### src/rtl/div_pkg.sv
`default_nettype none
// +----------------------------------------------------------------------+
// | div_pkg : shared types and sizing helpers for the iterative divider   |
// | Revision: 1.0                                                         |
// +----------------------------------------------------------------------+
package div_pkg;

  localparam int DIV_ITER_DEFAULT_WIDTH = 8;

  typedef enum logic [1:0] {
    IDLE   = 2'd0,
    RUN    = 2'd1,
    FINISH = 2'd2
  } div_state_e;

  // Counter must be able to hold the value WIDTH itself.
  function automatic int div_cnt_width(input int w);
    return $clog2(w + 1);
  endfunction

endpackage
`default_nettype wire

### src/rtl/fa_nbit.sv
`default_nettype none
// +----------------------------------------------------------------------+
// | fa_nbit : parametrised N-bit ripple-carry adder (sum and carry-out)   |
// | Revision: 1.0                                                         |
// +----------------------------------------------------------------------+
module fa_nbit #(
  parameter int N = 9
) (
  input  logic [N-1:0] i_a,
  input  logic [N-1:0] i_b,
  input  logic         i_cin,
  output logic [N-1:0] o_sum,
  output logic         o_cout
);

  logic w_carry;

  always_comb begin
    o_sum   = '0;
    w_carry = i_cin;
    for (int i = 0; i < N; i++) begin
      o_sum[i] = i_a[i] ^ i_b[i] ^ w_carry;
      w_carry  = (i_a[i] & i_b[i]) | (w_carry & (i_a[i] ^ i_b[i]));
    end
    o_cout = w_carry;
  end

endmodule
`default_nettype wire

### src/rtl/div_iter_n.sv
`default_nettype none
// +----------------------------------------------------------------------+
// | div_iter_n : multi-cycle restoring divider, one quotient bit / clock  |
// | Optional two's-complement mode: define DIV_ITER_SIGNED_EN             |
// | Revision: 1.0                                                         |
// +----------------------------------------------------------------------+
module div_iter_n
  import div_pkg::*;
#(
  parameter int WIDTH = DIV_ITER_DEFAULT_WIDTH
) (
  input  logic             clk,
  input  logic             reset,
  input  logic             start,
  input  logic [WIDTH-1:0] dividend,
  input  logic [WIDTH-1:0] divisor,
  output logic             busy,
  output logic             done,
  output logic [WIDTH-1:0] quotient,
  output logic [WIDTH-1:0] remainder,
  output logic             div_by_zero
);

  localparam int            CW         = div_cnt_width(WIDTH);
  localparam logic [CW-1:0] C_CNT_LOAD = CW'(WIDTH);
  localparam logic [CW-1:0] C_CNT_ONE  = CW'(1);

  div_state_e       r_state;
  div_state_e       w_state_nxt;
  logic [WIDTH:0]   r_rem;
  logic [WIDTH-1:0] r_quo;
  logic [WIDTH-1:0] r_dvs;
  logic [CW-1:0]    r_cnt;
  logic             r_zero;
  logic [WIDTH-1:0] r_quotient;
  logic [WIDTH-1:0] r_remainder;
  logic             r_dbz;

  logic             w_accept;
  logic             w_last;
  logic [WIDTH:0]   w_rs;
  logic [WIDTH:0]   w_diff;
  logic [WIDTH:0]   w_rem_step;
  logic             w_cout;
  logic [WIDTH-1:0] w_quo_step;
  logic [WIDTH-1:0] w_dvd_in;
  logic [WIDTH-1:0] w_dvs_in;
  logic [WIDTH-1:0] w_q_fin;
  logic [WIDTH-1:0] w_r_fin;
  logic [WIDTH-1:0] w_r_zero;
  logic             w_unused_rem_msb;

  assign w_accept = (r_state == IDLE) && start;
  assign w_last   = (r_state == RUN) && (r_cnt == C_CNT_ONE);

  assign w_rs = {r_rem[WIDTH-1:0], r_quo[WIDTH-1]};

  fa_nbit #(
    .N (WIDTH + 1)
  ) u_trial_sub (
    .i_a    (w_rs),
    .i_b    (~{1'b0, r_dvs}),
    .i_cin  (1'b1),
    .o_sum  (w_diff),
    .o_cout (w_cout)
  );

  assign w_rem_step = w_cout ? w_diff : w_rs;
  assign w_quo_step = {r_quo[WIDTH-2:0], w_cout};

  // The top bit of R only absorbs the trial-subtraction width; it is always 0 once stored.
  assign w_unused_rem_msb = r_rem[WIDTH];

`ifdef DIV_ITER_SIGNED_EN
  logic r_sq;
  logic r_sr;

  assign w_dvd_in = dividend[WIDTH-1] ? -dividend : dividend;
  assign w_dvs_in = divisor[WIDTH-1]  ? -divisor  : divisor;
  assign w_q_fin  = r_sq ? -w_quo_step : w_quo_step;
  assign w_r_fin  = r_sr ? -w_rem_step[WIDTH-1:0] : w_rem_step[WIDTH-1:0];
  assign w_r_zero = r_sr ? -r_quo : r_quo;

  always_ff @(posedge clk) begin
    if (reset) begin
      r_sq <= 1'b0;
      r_sr <= 1'b0;
    end else if (w_accept) begin
      r_sq <= dividend[WIDTH-1] ^ divisor[WIDTH-1];
      r_sr <= dividend[WIDTH-1];
    end
  end
`else
  assign w_dvd_in = dividend;
  assign w_dvs_in = divisor;
  assign w_q_fin  = w_quo_step;
  assign w_r_fin  = w_rem_step[WIDTH-1:0];
  assign w_r_zero = r_quo;
`endif

  always_ff @(posedge clk) begin
    if (reset) begin
      r_state <= IDLE;
    end else begin
      r_state <= w_state_nxt;
    end
  end

  always_comb begin
    w_state_nxt = r_state;
    case (r_state)
      IDLE:    if (start) w_state_nxt = RUN;
      RUN:     if (r_cnt == C_CNT_ONE) w_state_nxt = FINISH;
      FINISH:  w_state_nxt = IDLE;
      default: w_state_nxt = IDLE;
    endcase
  end

  // A zero divisor spends a single frozen RUN cycle so done lands in cycle 3.
  // Results are written on the edge into FINISH so they are valid alongside done.
  always_ff @(posedge clk) begin
    if (reset) begin
      r_rem       <= '0;
      r_quo       <= '0;
      r_dvs       <= '0;
      r_cnt       <= '0;
      r_zero      <= 1'b0;
      r_quotient  <= '0;
      r_remainder <= '0;
      r_dbz       <= 1'b0;
    end else if (w_accept) begin
      r_rem  <= '0;
      r_quo  <= w_dvd_in;
      r_dvs  <= w_dvs_in;
      r_zero <= (divisor == '0);
      r_cnt  <= (divisor == '0) ? C_CNT_ONE : C_CNT_LOAD;
    end else if (r_state == RUN) begin
      r_cnt <= r_cnt - C_CNT_ONE;
      if (!r_zero) begin
        r_rem <= w_rem_step;
        r_quo <= w_quo_step;
      end
      if (w_last) begin
        if (r_zero) begin
          r_quotient  <= '1;
          r_remainder <= w_r_zero;
          r_dbz       <= 1'b1;
        end else begin
          r_quotient  <= w_q_fin;
          r_remainder <= w_r_fin;
          r_dbz       <= 1'b0;
        end
      end
    end
  end

  assign busy        = (r_state != IDLE);
  assign done        = (r_state == FINISH);
  assign quotient    = r_quotient;
  assign remainder   = r_remainder;
  assign div_by_zero = r_dbz;

endmodule
`default_nettype wire
### config.mk
export PLATFORM = sky130hd
export DESIGN_NAME = div_iter_n
export DESIGN_NICKNAME = d
export VERILOG_FILES = /design/src/rtl/div_pkg.sv /design/src/rtl/fa_nbit.sv /design/src/rtl/div_iter_n.sv
export SDC_FILE = /design/constraint.sdc
export NUM_CORES = 1
export LEC_CHECK = 0
export ABC_AREA = 1
export BUFFER_PORTS_ARGS = -buffer_cell sky130_fd_sc_hd__buf_2
export CORE_MARGIN = 10
export CORE_UTILIZATION = 40
export DETAILED_ROUTE_END_ITERATION = 12
export HOLD_SLACK_MARGIN = 0.05
export PLACE_DENSITY = 0.72
export SLEW_MARGIN = 20
export SYNTH_ARGS = -nofsm -noshare
export SYNTH_HDL_FRONTEND = slang
export SYNTH_HIERARCHICAL = 1
export SYNTH_SLANG_ARGS = --single-unit
### constraint.sdc
create_clock -name clk -period 4.3 [get_ports clk]
set_input_delay 1.075 -clock clk [delete_from_list [all_inputs] [get_ports clk]]
set_output_delay 1.075 -clock clk [all_outputs]
set_load 0.03 [all_outputs]
## After elaboration in Yosys (flattened, before gate mapping)

Index checks and enable logic that the tools add are counted.

| storage, ports and cells | value |
|---|---|
| bits in registers | 48 |
| bits of input ports | 19 |
| output and inout port bits | 19 |
| word-level logic and storage cells | 86 |

| operators by class | value |
|---|---|
| $add $sub $neg | 1 |
| eq/ne operators | 6 |
| muxes and demuxes | 13 |
| bitwise operators | 46 |
| reduce and logical (&&, ||, !) cells | 11 |

Operators with widths:

| cell | number |
|---|---|
| $mux 8 | 6 |
| $and 1x1->1 | 17 |
| $xor 1x1->1 | 16 |
| $mux 4 | 3 |
| $not 8->9 | 1 |
| $or 1x1->1 | 9 |
| $logic_not 8->1 | 1 |
| $reduce_and 2->1 | 3 |
| $eq 4x1->1 const B | 1 |
| $mux 2 | 2 |
| $ne 2x2->1 const B | 2 |
| $pmux 2 s2 | 1 |
| $reduce_bool 2->1 | 2 |
| $sub 4x1->4 const B | 1 |
| $not 1->1 | 3 |
| $reduce_and 3->1 | 1 |
| $eq 2x1->1 const B | 1 |
| $eq 2x2->1 const B | 1 |
| $logic_and 1x1->1 | 2 |
| $logic_not 2->1 | 1 |
| $ne 2x1->1 const B | 1 |
| $reduce_or 2->1 | 1 |
| $mux 1 | 1 |

## Logic depth before layout (Yosys ltp)

Gate-level depths: netlist of run 1.

| logic depth | value |
|---|---|
| word-level depth | 22 |
| mapped depth | 19 |
| mapped depth without buffers | 19 |

## Hierarchy

Netlist of run 1, hierarchy kept.

By module, submodules not included:

| module | instances | cells each | area an instance (µm²) | seq. area each (µm²) |
|---|---|---|---|---|
| div_iter_n | 1 | 275 | 2073.2 | 960.9 |
| fa_nbit | 1 | 19 | 217.7 | 0.0 |

## Worst setup path after synthesis of run 1

No wires, ideal clock.

| path | value |
|---|---|
| kind | reg2reg |
| from | register r_quo[7] |
| to | register r_rem[7] |
| library setup time | 0.070 ns |
| data arrival time | 4.566 ns |
| required time | 4.230 ns |
| path slack | -0.336 ns |
| stages on the path, launching flop included | 18 |
| buffers on the path | 1 |
| clock period less this slack | 4.636 ns |
| cell sequence | dfxtp_1 -> fa_1 -> inv_1 -> fa_1 -> inv_1 -> fa_1 -> fa_1 -> fa_1 -> fa_1 -> fa_1 -> fa_1 -> inv_1 -> fa_1 -> inv_1 -> buf_2 -> o21ai_0 -> nand3_1 -> a21oi_1 |

| on the way | value |
|---|---|
| word-level cells in the longest chain between the ends | 19 |
| elaborated cells on any way between the ends | 21 |
| those cells by class | 1 x mux; 20 x bitwise |

RTL lines:

| what | line | RTL |
|---|---|---|
| start: declaration | div_iter_n.sv:31 | `logic [WIDTH-1:0] r_quo;` |
| start signal: assignment | div_iter_n.sv:133 | `r_quo <= w_dvd_in;` |
| start signal: assignment | div_iter_n.sv:141 | `r_quo <= w_quo_step;` |
| $and 1x1->1 or $xor 1x1->1 (tied branches) | fa_nbit.sv:23 | `w_carry = (i_a[i] & i_b[i]) \| (w_carry & (i_a[i] ^ i_b[i]));` |
| $or 1x1->1 * | fa_nbit.sv:23 |  |
| $and 1x1->1 * | fa_nbit.sv:23 |  |
| $or 1x1->1 * | fa_nbit.sv:23 |  |
| $and 1x1->1 * | fa_nbit.sv:23 |  |
| $or 1x1->1 * | fa_nbit.sv:23 |  |
| $and 1x1->1 * | fa_nbit.sv:23 |  |
| $or 1x1->1 * | fa_nbit.sv:23 |  |
| [... 4 more ...] | - |  |
| $and 1x1->1 * | fa_nbit.sv:23 |  |
| $or 1x1->1 * | fa_nbit.sv:23 |  |
| $and 1x1->1 * | fa_nbit.sv:23 |  |
| $or 1x1->1 * | fa_nbit.sv:23 |  |
| $and 1x1->1 * | fa_nbit.sv:23 |  |
| $or 1x1->1 * | fa_nbit.sv:23 |  |
| via w_cout | div_iter_n.sv:44 | `logic w_cout;` |
| $mux 8 * | div_iter_n.sv:68 | `assign w_rem_step = w_cout ? w_diff : w_rs;` |
| end signal: assignment | div_iter_n.sv:140 | `r_rem <= w_rem_step;` |
| end: declaration | div_iter_n.sv:30 | `logic [WIDTH:0] r_rem;` |

The timed path passes the listed nets; every way through them passes the cells marked *.
A chain may end at the register's enable or synchronous reset.

## Worst setup path after layout of run 1

| path | value |
|---|---|
| from | register r_quo[7] |
| to | register r_rem[3] |

| on the way | value |
|---|---|
| word-level cells in the longest chain between the ends | 19 |
| elaborated cells on any way between the ends | 21 |
| those cells by class | 1 x mux; 20 x bitwise |

RTL lines:

| what | line |
|---|---|
| $and 1x1->1 or $xor 1x1->1 (tied branches) | fa_nbit.sv:23 |
| $or 1x1->1 * | fa_nbit.sv:23 |
| $and 1x1->1 * | fa_nbit.sv:23 |
| $or 1x1->1 * | fa_nbit.sv:23 |
| $and 1x1->1 * | fa_nbit.sv:23 |
| $or 1x1->1 * | fa_nbit.sv:23 |
| $and 1x1->1 | fa_nbit.sv:23 |
| $or 1x1->1 | fa_nbit.sv:23 |
| [... 3 more ...] | - |
| $or 1x1->1 | fa_nbit.sv:23 |
| $and 1x1->1 | fa_nbit.sv:23 |
| $or 1x1->1 | fa_nbit.sv:23 |
| $and 1x1->1 | fa_nbit.sv:23 |
| $or 1x1->1 | fa_nbit.sv:23 |
| $and 1x1->1 | fa_nbit.sv:23 |
| $or 1x1->1 | fa_nbit.sv:23 |
| $mux 8 * | div_iter_n.sv:68 |

Mark *: on every way between the ends. The rest lies on a longest branch, timed or not.

==> metrics.md, run 1 <==
| Metric | Value |
|---|---|
| Die W | `95.62 microns` |
| RSZ-0062 raised after global routing | `true` |
| Worst-Skew Late Latency | `0.31 ns` |
| Worst slew pin tran | `0.7724 ns` |
| Worst-path maximum fanout | `8` |
| Most frequent cells in the layout | `dfxtp_1, nand2_1, a21oi_1, buf_2, inv_1` |
| Crit-path max cell delay | `0.39 ns` |
| CTS clk-pin slew, worst paths | `0.09 ns` |
| Detail Route Antenna Nets | `0` |
| Net switching power | `390.7 uW` |
| Power Total | `1127 uW` |
| Register Area | `963.4 sq um` |
| Final Max Slew Viols | `0` |
| Most used cell, CP | `fa_2` |
| Mapped Cells | `293` |
| Syn Area/Cell | `between 7 and 8 sq um` |
| Final hold vios | `0` |
| Status | `complete, no violations` |
| Relative slew slack | `0.4838` |
| Fin crit period | `4.260 ns` |
| Final GP Congestion | `0.8313` |
| Critical path data arrival time | `4.42 ns` |
| Hold buffers post-CTS | `0` |
| Vias in the first global route | `2000` |
| Die extent in y | `around 96 microns` |
| GRT Overall Usage | `0.1293` |
| Power per cell area | `414.6 mW/mm^2` |
| TritonCTS Buffers | `5` |
| Fin area | `0.002719 sq mm` |
| Antenna violations before repair | `0` |
| Layout Area Growth over Synthesis | `18.87%` |
| Setup crit start kind | `flop` |
| Core Box Area | `0.005540 sq mm` |
| Fin Setup TNS | `0 ns` |
| CP endpoint kind | `flop` |
| Multi-input logic area | `0.001154 sq mm` |
| Static Leak | `roughly 0.0012 uW` |
| I/O pin cnt | `38` |
| YS warnings | `6` |
| PortBufs | `37` |
| Fin crit share | `0.9908` |
| Most common cell after layout, fill and taps aside | `dfxtp_1` |
| CP Class | `reg -> reg` |
| Largest net degree at the start of global routing | `27` |
| Clk pwr share | `0.249` |
| Post-Synthesis Cell Area | `0.002287 sq mm` |
| Final setup fails | `0` |
| Num rows | `27` |
| Hold Worst Slack | `0.4662 ns` |
| Pint | `736.5 uW` |
| Initial cell density of the core | `0.4128` |
| CTS root buf | `clkbuf_8` |
| First-pass GRT wire length | `9384 microns` |
| Fmax | `roughly 0.23 GHz` |
| Filler cells | `548` |
| DRC Markers | `0` |
| Routed WL | `5833 microns` |
| DR pass1 iterations | `4` |
| Slowest stage cell, crit path | `fa_2` |
| CTS tree | `yes` |
| H-tree depth | `2` |
| Grt ovf | `0` |
| Critical-path cell list | `fa_2, inv_2, fa_2, inv_2, fa_2, fa_2, fa_2, fa_2, fa_2, fa_2, inv_2, fa_2, buf_6, clkinvlp_4, nand2_1, o21ai_1, o21ai_1, a21oi_1` |
| Combinational Power Share | `0.296` |
| Vias/cell | `5.017` |
| Req. time, crit path | `4.46 ns` |
| Hold crit path type | `reg -> reg` |
| Peak supply drop | `0.0002000 V` |
| Max Cap Violations | `0` |
| Clk_skew | `0.01030 ns` |
| Vias post-DR | `approximately 2000` |
| Detail Placement HPWL | `4061 microns` |
| CTS max path bufs | `2` |
| Dpl cell area | `0.002527 sq mm` |
| Share of layout cells above drive strength 1 | `0.2934` |
| Net Sw Frac | `0.3466` |
| Seq pwr share | `0.455` |
| Die area | `0.009142 sq mm` |
| Clock sinks | `48` |
| Nets | `363` |
| # diodes | `0` |
| Initial drt markers | `112` |
| Wire per inst | `14.37 microns` |
## repair_timing
item	CTS	global route
pin swaps	9	28
setup endpoints to repair	18	17
gates cloned	1	0
buffers inserted	3	1
resized for setup	14	16
## flip-flops by register name (all words and copies together) (netlist names)
name	count
div_by_zero	1
quotient	8
r_cnt	4
r_dvs	8
r_quo	8
r_rem	8
r_state	2
r_zero	1
remainder	8
## power by group through the flow
stage               Combinational (uW)  Sequential [uW]  Clock [uW]
floorplan                          200              538           0
global placement                   286              521           0
detailed placement                 290              522           0
CTS                                314              512         291
global route                       374              518         305
finish                             334              512         281
## worst max-delay path: cells and delay by family (launching register included)
| kind | cells | cell delay [ns] |
|---|---|---|
| AO/OA/AOI/OAI | 3 | 0.27 |
| buffers and inverters | 5 | 0.44 |
| adder cells (fa/ha/maj) | 9 | 2.97 |
| AND/OR/NAND/NOR | 1 | 0.10 |
| flip-flops | 1 | 0.34 |
## per-stage QoR
| stage | cells | worst slack (ns) | util |
|---|---|---|---|
| final | 406 | 0.03966 | 0.4907 |
| after global routing | 406 | -0.1140 | 0.4907 |
| after CTS | 405 | 0.04011 | 0.4826 |
| after detailed placement | 393 | -0.2336 | 0.4562 |
| after global placement | 393 | -0.1006 | 0.4562 |
| after floorplan | 294 | 0.04687 | - |
## layout make-up
cell class              count  share of cell area
multi-input cells         188              0.4243
flip-flops and latches     48              0.3543
repair buffers             43             0.08606
inverters                  46             0.06489
well taps                  72             0.03313
clock buffers               7             0.03175
clock inverters             1            0.002761
repair inverters            1            0.002761
## worst paths after layout
check                   to  cells after the start  slack (ns)      from
setup / recovery  r_rem[3]                     18        0.04  r_quo[7]
setup reg to reg  r_rem[3]                     18        0.04  r_quo[7]
hold / removal    r_dvs[1]                      2        0.47  r_dvs[1]
hold reg to reg   r_dvs[1]                      2        0.47  r_dvs[1]
## per-layer routing
layer,global-route usage,share of wire
met5,0,0
met3,0.04085,0.059
met1,0.1562,0.45
met4,0.05405,0.015
met2,0.2077,0.48
Power figures use the tool's default switching activity.
==> run 2, diff against run 1 <==
Settings changed: CORE_ASPECT_RATIO set to 0.8.
==> run 2 against run 1 <==
The flow now finishes with violations (negative setup slack); global-route usage down 0.98 points; final cell count up 1.5%; maximum frequency down 0.99%; hold slack worse by 0.0095 ns; sequential power about the same; clock power up 15%; clock skew down 0.0052 ns; utilization up 0.93 points.
==> metrics.md, run 2 (synthesis results as in run 1) <==
| Metric | Value |
|---|---|
| Status | `finished with violations` |
| Violated checks | `negative setup slack` |
| CTS root buf | `clkbuf_8` |
| R2R setup slack | `-0.003 ns` |
| Net switching power | `slightly below 400 uW` |
| Hold crit path type | `reg -> reg` |
| Fin crit period | `roughly 4.3 ns` |
| Worst Min Path Start | `r_dvs[1]` |
| Die area | `0.009161 sq mm` |
| Final Max Slew Viols | `0` |
| Final setup fails | `1` |
| CTS clk-pin slew, worst paths | `0.09 ns` |
| GRT Overall Usage | `0.1195` |
| Clk pwr share | `0.279` |
| Buf/Inv on CP | `6` |
| Fin Setup TNS | `-0.002996 ns` |
| Relative slew slack | `0.4865` |
| Die extent in y | `87.64 microns` |
| Crit-path max cell delay | `approximately 0.40 ns` |
| CTS tree | `yes` |
| Core Box Area | `0.005495 sq mm` |
| Max Cap Violations | `0` |
| Wire per inst | `13.49 microns` |
| Critical path data arrival time | `4.49 ns` |
| Power Total | `1161 uW` |
| Seq pwr share | `0.442` |
| PnR worst setup slack | `-0.002996 ns` |
| R2r endpoint | `r_quo[0]` |
| Final Instance Count excl. Fillers | `412` |
| CTS max path bufs | `2` |
| Hold Worst Slack | `0.4566 ns` |
| Pint | `773.3 uW` |
| TritonCTS Buffers | `5` |
| Final hold vios | `0` |
| CP Class | `reg -> reg` |
| Inst Count DP | `401` |
| R2R cell count | `18` |
| Share of layout cells above drive strength 1 | `0.3054` |
| Finished Core Util | `0.5000` |
| Most used cell, CP | `fa_2` |
| Clock sinks | `48` |
| Initial cell density of the core | `0.4162` |
| Slowest stage cell, crit path | `fa_2` |
| Critical-path cell list | `fa_2, inv_2, fa_2, inv_2, fa_2, fa_2, fa_2, fa_2, fa_2, fa_2, inv_2, fa_2, clkinvlp_4, inv_2, buf_4, o21ai_2, a21oi_2, nor2_1` |
| Vias in the first global route | `roughly 1900` |
| Req. time, crit path | `roughly 4.5 ns` |
| DR pass1 iterations | `5` |
| Antenna violations before repair | `0` |
| Net Sw Frac | `0.3342` |
| Worst r2r src | `r_quo[7]` |
| CP endpoint kind | `flop` |
| Grt ovf | `0` |
| Detail Placement HPWL | `4005 microns` |
| PortBufs | `37` |
| Num rows | `24` |
| Clk_skew | `~0.005 ns` |
| Vias/cell | `4.881` |
| Fin crit share | `1.001` |
| Power per cell area | `422.7 mW/mm^2` |
| Worst path top cell family by delay | `adder cells` |
| Static Leak | `0.001184 uW` |
| First-pass GRT wire length | `8990 microns` |
| Final GP Congestion | `between 0.8 and 0.9` |
| Detail Route Antenna Nets | `0` |
| Hold buffers post-CTS | `0` |
| H-tree depth | `2` |
| Combinational Power Share | `0.279` |
| Setup crit start kind | `flop` |
| Initial drt markers | `roughly 120` |
| # diodes | `0` |
| Nets | `around 360` |
| RSZ-0062 raised after global routing | `true` |
| Largest net degree at the start of global routing | `27` |
| Peak supply drop | `approximately 0.00022 V` |
| Worst slew pin tran | `just under 0.8 ns` |
| Vias post-DR | `2011` |
| DRC Markers | `0` |
| Worst-path maximum fanout | `8` |
| Routed WL | `5559 microns` |
| Layout Area Growth over Synthesis | `20.13%` |
| Hold depth | `2` |
| Die W | `104.5 microns` |
| Most frequent cells in the layout | `dfxtp_1, nand2_1, buf_2, inv_1, a21oi_1` |
| Worst-Skew Late Latency | `0.30 ns` |
| I/O pin cnt | `38` |
| Worst Hold Endpoint | `r_dvs[1]` |
| Fmax | `0.2324 GHz` |
| Most common cell after layout, fill and taps aside | `dfxtp_1` |
## run 2: cell types whose count changed in the layout (fill, tap and decap cells not counted), moves of 2 or more
cell / change
nand2_2: +3
a21oi_1: -2
nand2_1: -3
a21oi_2: +2
o21ai_1: +3
o21ai_0: -2
## run 2: worst max path at each step
stage | startpoint | endpoint | cells past startpoint
finish | r_quo[7] | r_quo[0] | 18
detailed placement | r_dvs[0] | r_rem[3] | 17
global placement | r_dvs[0] | r_rem[5] | 17
global route | r_dvs[0] | r_rem[5] | 18
floorplan | r_quo[7] | r_rem[2] | 18
CTS | r_dvs[0] | r_rem[0] | 19
## run 2: final cells by class
| type | count | area, sq um |
|---|---|---|
| tap | 78 | 97.59 |
| multi-input combinational | 188 | 1165 |
| fill | 539 | 2748 |
| timing repair buffer | 43 | 230.2 |
| clock inverter | 2 | 35.03 |
| timing repair inverter | 1 | 7.507 |
| sequential | 48 | 963.4 |
| clock buffer | 6 | 72.57 |
| inverter | 46 | 176.4 |
## run 2: power by group through the flow
stage / Sequential [uW] / Combinational (uW) / Clock [uW]
CTS: 513 / 304 / 334
global placement: 521 / 281 / 0
global route: 518 / 368 / 350
finish: 513 / 324 / 324
detailed placement: 522 / 288 / 0
floorplan: 538 / 200 / 0
## run 2: layer usage
metal	global-route usage	vias to the layer above	share of wire
li1	-	1018	-
met5	0	-	0
met2	0.1890	55	0.45
met4	0.03909	0	0.011
met3	0.03522	7	0.061
met1	0.1541	931	0.47
## run 2: worst register-to-register path, delay by kind of cell, from the launching register on
kind	cells	cell delay, ns
adders and majority gates	9	2.99
buffers and inverters	6	0.66
DFF	1	0.34
AOI/OAI and AO/OA	2	0.18
and+or+nand+nor	1	0.04
## run 2: timing repair
item                                    in CTS  in global routing
pin swaps                                   10                  9
endpoints found under the setup margin      18                 18
gates resized for setup                     20                 15
gates cloned                                 1                  0
setup buffers                                1                  1
## run 2: metrics by stage
stage	area [sq um]	worst slack [ns]
2_1_floorplan	2306	0.04687
3_3_place_gp	2550	-0.06273
3_5_place_dp	2550	-0.1986
4_1_cts	2696	0.03760
5_1_grt	2748	-0.1696
6_report	2748	-0.002996
==> run 3, diff against run 2 <==
Settings changed: CTS_BUF_LIST set to sky130_fd_sc_hd__clkbuf_4 sky130_fd_sc_hd__clkbuf_8.
==> run 3 against run 2 <==
The run now ends clean; non-clock buffer count unchanged; first-iteration DRC count shrank 7.4%; maximum frequency up 0.18%; utilization increased by 0.068 points; critical path type unchanged.
==> metrics.md, run 3 (synthesis results as in run 1) <==
| Metric | Value |
|---|---|
| Status | `complete, no violations` |
| Pre-CTS setup slack | `-0.1986 ns` |
| Die extent in y | `87.64 microns` |
| Vias/cell | `4.881` |
| Worst slew pin tran | `between 0.7 and 0.8 ns` |
| CP endpoint kind | `flop` |
| R2R setup slack | `0.005 ns` |
| First-pass GRT wire length | `between 8000 and 9000 microns` |
| Detail Placement HPWL | `roughly 4000 microns` |
| R2r endpoint | `r_quo[0]` |
| Detail Route Antenna Nets | `0` |
| Final Max Slew Viols | `0` |
| Max Cap Violations | `0` |
| Wire per inst | `13.56 microns` |
| Fin area | `between 0.002 and 0.003 sq mm` |
| CTS clk-pin slew, worst paths | `~0.090 ns` |
| CTS root buf | `clkbuf_8` |
| Final GP Congestion | `0.8416` |
| Core Box Area | `0.005495 sq mm` |
| Fmax | `0.2328 GHz` |
| Routed WL | `~5600 microns` |
| Dpl cell area | `between 0.002 and 0.003 sq mm` |
| Layout Area Growth over Synthesis | `20.30%` |
| Largest net degree at the start of global routing | `27` |
| Setup crit start kind | `flop` |
| CTS max path bufs | `2` |
| Initial cell density of the core | `0.4162` |
| Static Leak | `~0.0012 uW` |
| TritonCTS Buffers | `5` |
| Worst r2r src | `r_quo[7]` |
| Worst-Skew Late Latency | `about 0.31 ns` |
| Relative slew slack | `0.4805` |
| # diodes | `0` |
| GRT Overall Usage | `0.1200` |
| H-tree depth | `2` |
| Clk_skew | `0.007792 ns` |
| Worst Min Path Start | `r_dvs[1]` |
| Critical path data arrival time | `4.49 ns` |
| Most frequent cells in the layout | `dfxtp_1, nand2_1, buf_2, inv_1, a21oi_1` |
| Most common cell after layout, fill and taps aside | `dfxtp_1` |
| Vias post-DR | `2011` |
| RSZ-0062 raised after global routing | `true` |
| Worst-path maximum fanout | `8` |
| Share of layout cells above drive strength 1 | `0.3084` |
| Die W | `104.5 microns` |
| DRC Markers | `0` |
| Req. time, crit path | `4.49 ns` |
| Die area | `0.009161 sq mm` |
| Power per cell area | `425.3 mW/mm^2` |
| PnR worst setup slack | `0.004715 ns` |
| Hold crit path type | `reg -> reg` |
| Initial drt markers | `112` |
| Nets | `363` |
| I/O pin cnt | `38` |
| CP Class | `reg -> reg` |
| Hold buffers post-CTS | `0` |
| Fin Setup TNS | `0 ns` |
| Hold depth | `2` |
| Final hold vios | `0` |
| Vias in the first global route | `1879` |
| R2R cell count | `18` |
| Fin crit share | `0.9989` |
| Final setup fails | `0` |
| Fin crit period | `4.295 ns` |
| CTS tree | `yes` |
| PortBufs | `37` |
| Peak supply drop | `0.0002215 V` |
| DR pass1 iterations | `4` |
| Clock sinks | `48` |
| Grt ovf | `0` |
| Num rows | `24` |
| Worst Hold Endpoint | `r_dvs[1]` |
| Antenna violations before repair | `0` |
## run 3: changes by cell type in the layout (fill, tap and decap cells not counted)
cell      change
clkbuf_1      -1
clkbuf_4      +1
## run 3: cell type report
type,instances,area [sq um]
Clock buffer,6,76.32
Clock inverter,2,35.03
Fill cell,541,2744
Inverter,46,176.4
Multi-Input combinational cell,188,1165
Sequential cell,48,963.4
Tap cell,78,97.59
Timing Repair Buffer,43,230.2
Timing Repair inverter,1,7.507
## run 3: report_power, final
| part | total (uW) | internal, uW | switching [uW] | leakage [uW] |
|---|---|---|---|---|
| clock | 333 | 179 | 154 | 0.0000586 |
| sequential | 513 | 485 | 27.6 | 0.000393 |
| combinational | 325 | 115 | 209 | 0.000736 |
## run 3: worst max-delay path by stage
| stage | start | end | slack, ns | cells past startpoint |
|---|---|---|---|---|
| after floorplan | r_quo[7] | r_rem[2] | 0.05 | 18 |
| after global placement | r_dvs[0] | r_rem[5] | -0.06 | 17 |
| after detailed placement | r_dvs[0] | r_rem[3] | -0.20 | 17 |
| after CTS | r_dvs[0] | r_rem[0] | 0.04 | 19 |
| after global routing | r_dvs[0] | r_rem[5] | -0.17 | 18 |
| final | r_quo[7] | r_quo[0] | 0.005 | 18 |
## run 3: layer usage
metal | wire length (microns) | share of wire | track usage
met5 | 0 | 0 | 0
met4 | 58 | 0.010 | 0.03153
met3 | 406 | 0.073 | 0.04182
met2 | 2552 | 0.46 | 0.1890
met1 | 2569 | 0.46 | 0.1541
## run 3: through the flow
step	cells	power, uW	utilization	hold slack [ns]
after floorplan	294	737.5	-	0.4295
after global placement	401	801.8	0.4640	0.4406
after detailed placement	401	810.2	0.4640	0.4462
after CTS	411	1158	0.4913	0.4595
after global routing	412	1244	0.5007	0.4842
final	412	1170	0.5007	0.4571
## run 3: repair_timing
| action | 4_1_cts | 5_1_grt |
|---|---|---|
| pin swaps | 10 | 9 |
| setup endpoints to repair | 18 | 18 |
| gates cloned | 1 | 0 |
| gates resized for setup | 20 | 15 |
| buffers inserted | 1 | 1 |
## run 3: worst max-delay path, cell delays in order (launching register included)
cell	delay, ns
dfxtp_2	0.34
fa_2	0.38
inv_2	0.07
fa_2	0.19
inv_2	0.04
fa_2	0.33
fa_2	0.35
fa_2	0.37
fa_2	0.40
fa_2	0.34
fa_2	0.34
inv_2	0.07
fa_2	0.28
clkinvlp_4	0.22
inv_2	0.13
buf_4	0.12
o21ai_2	0.06
a21oi_2	0.12
nor2_1	0.04
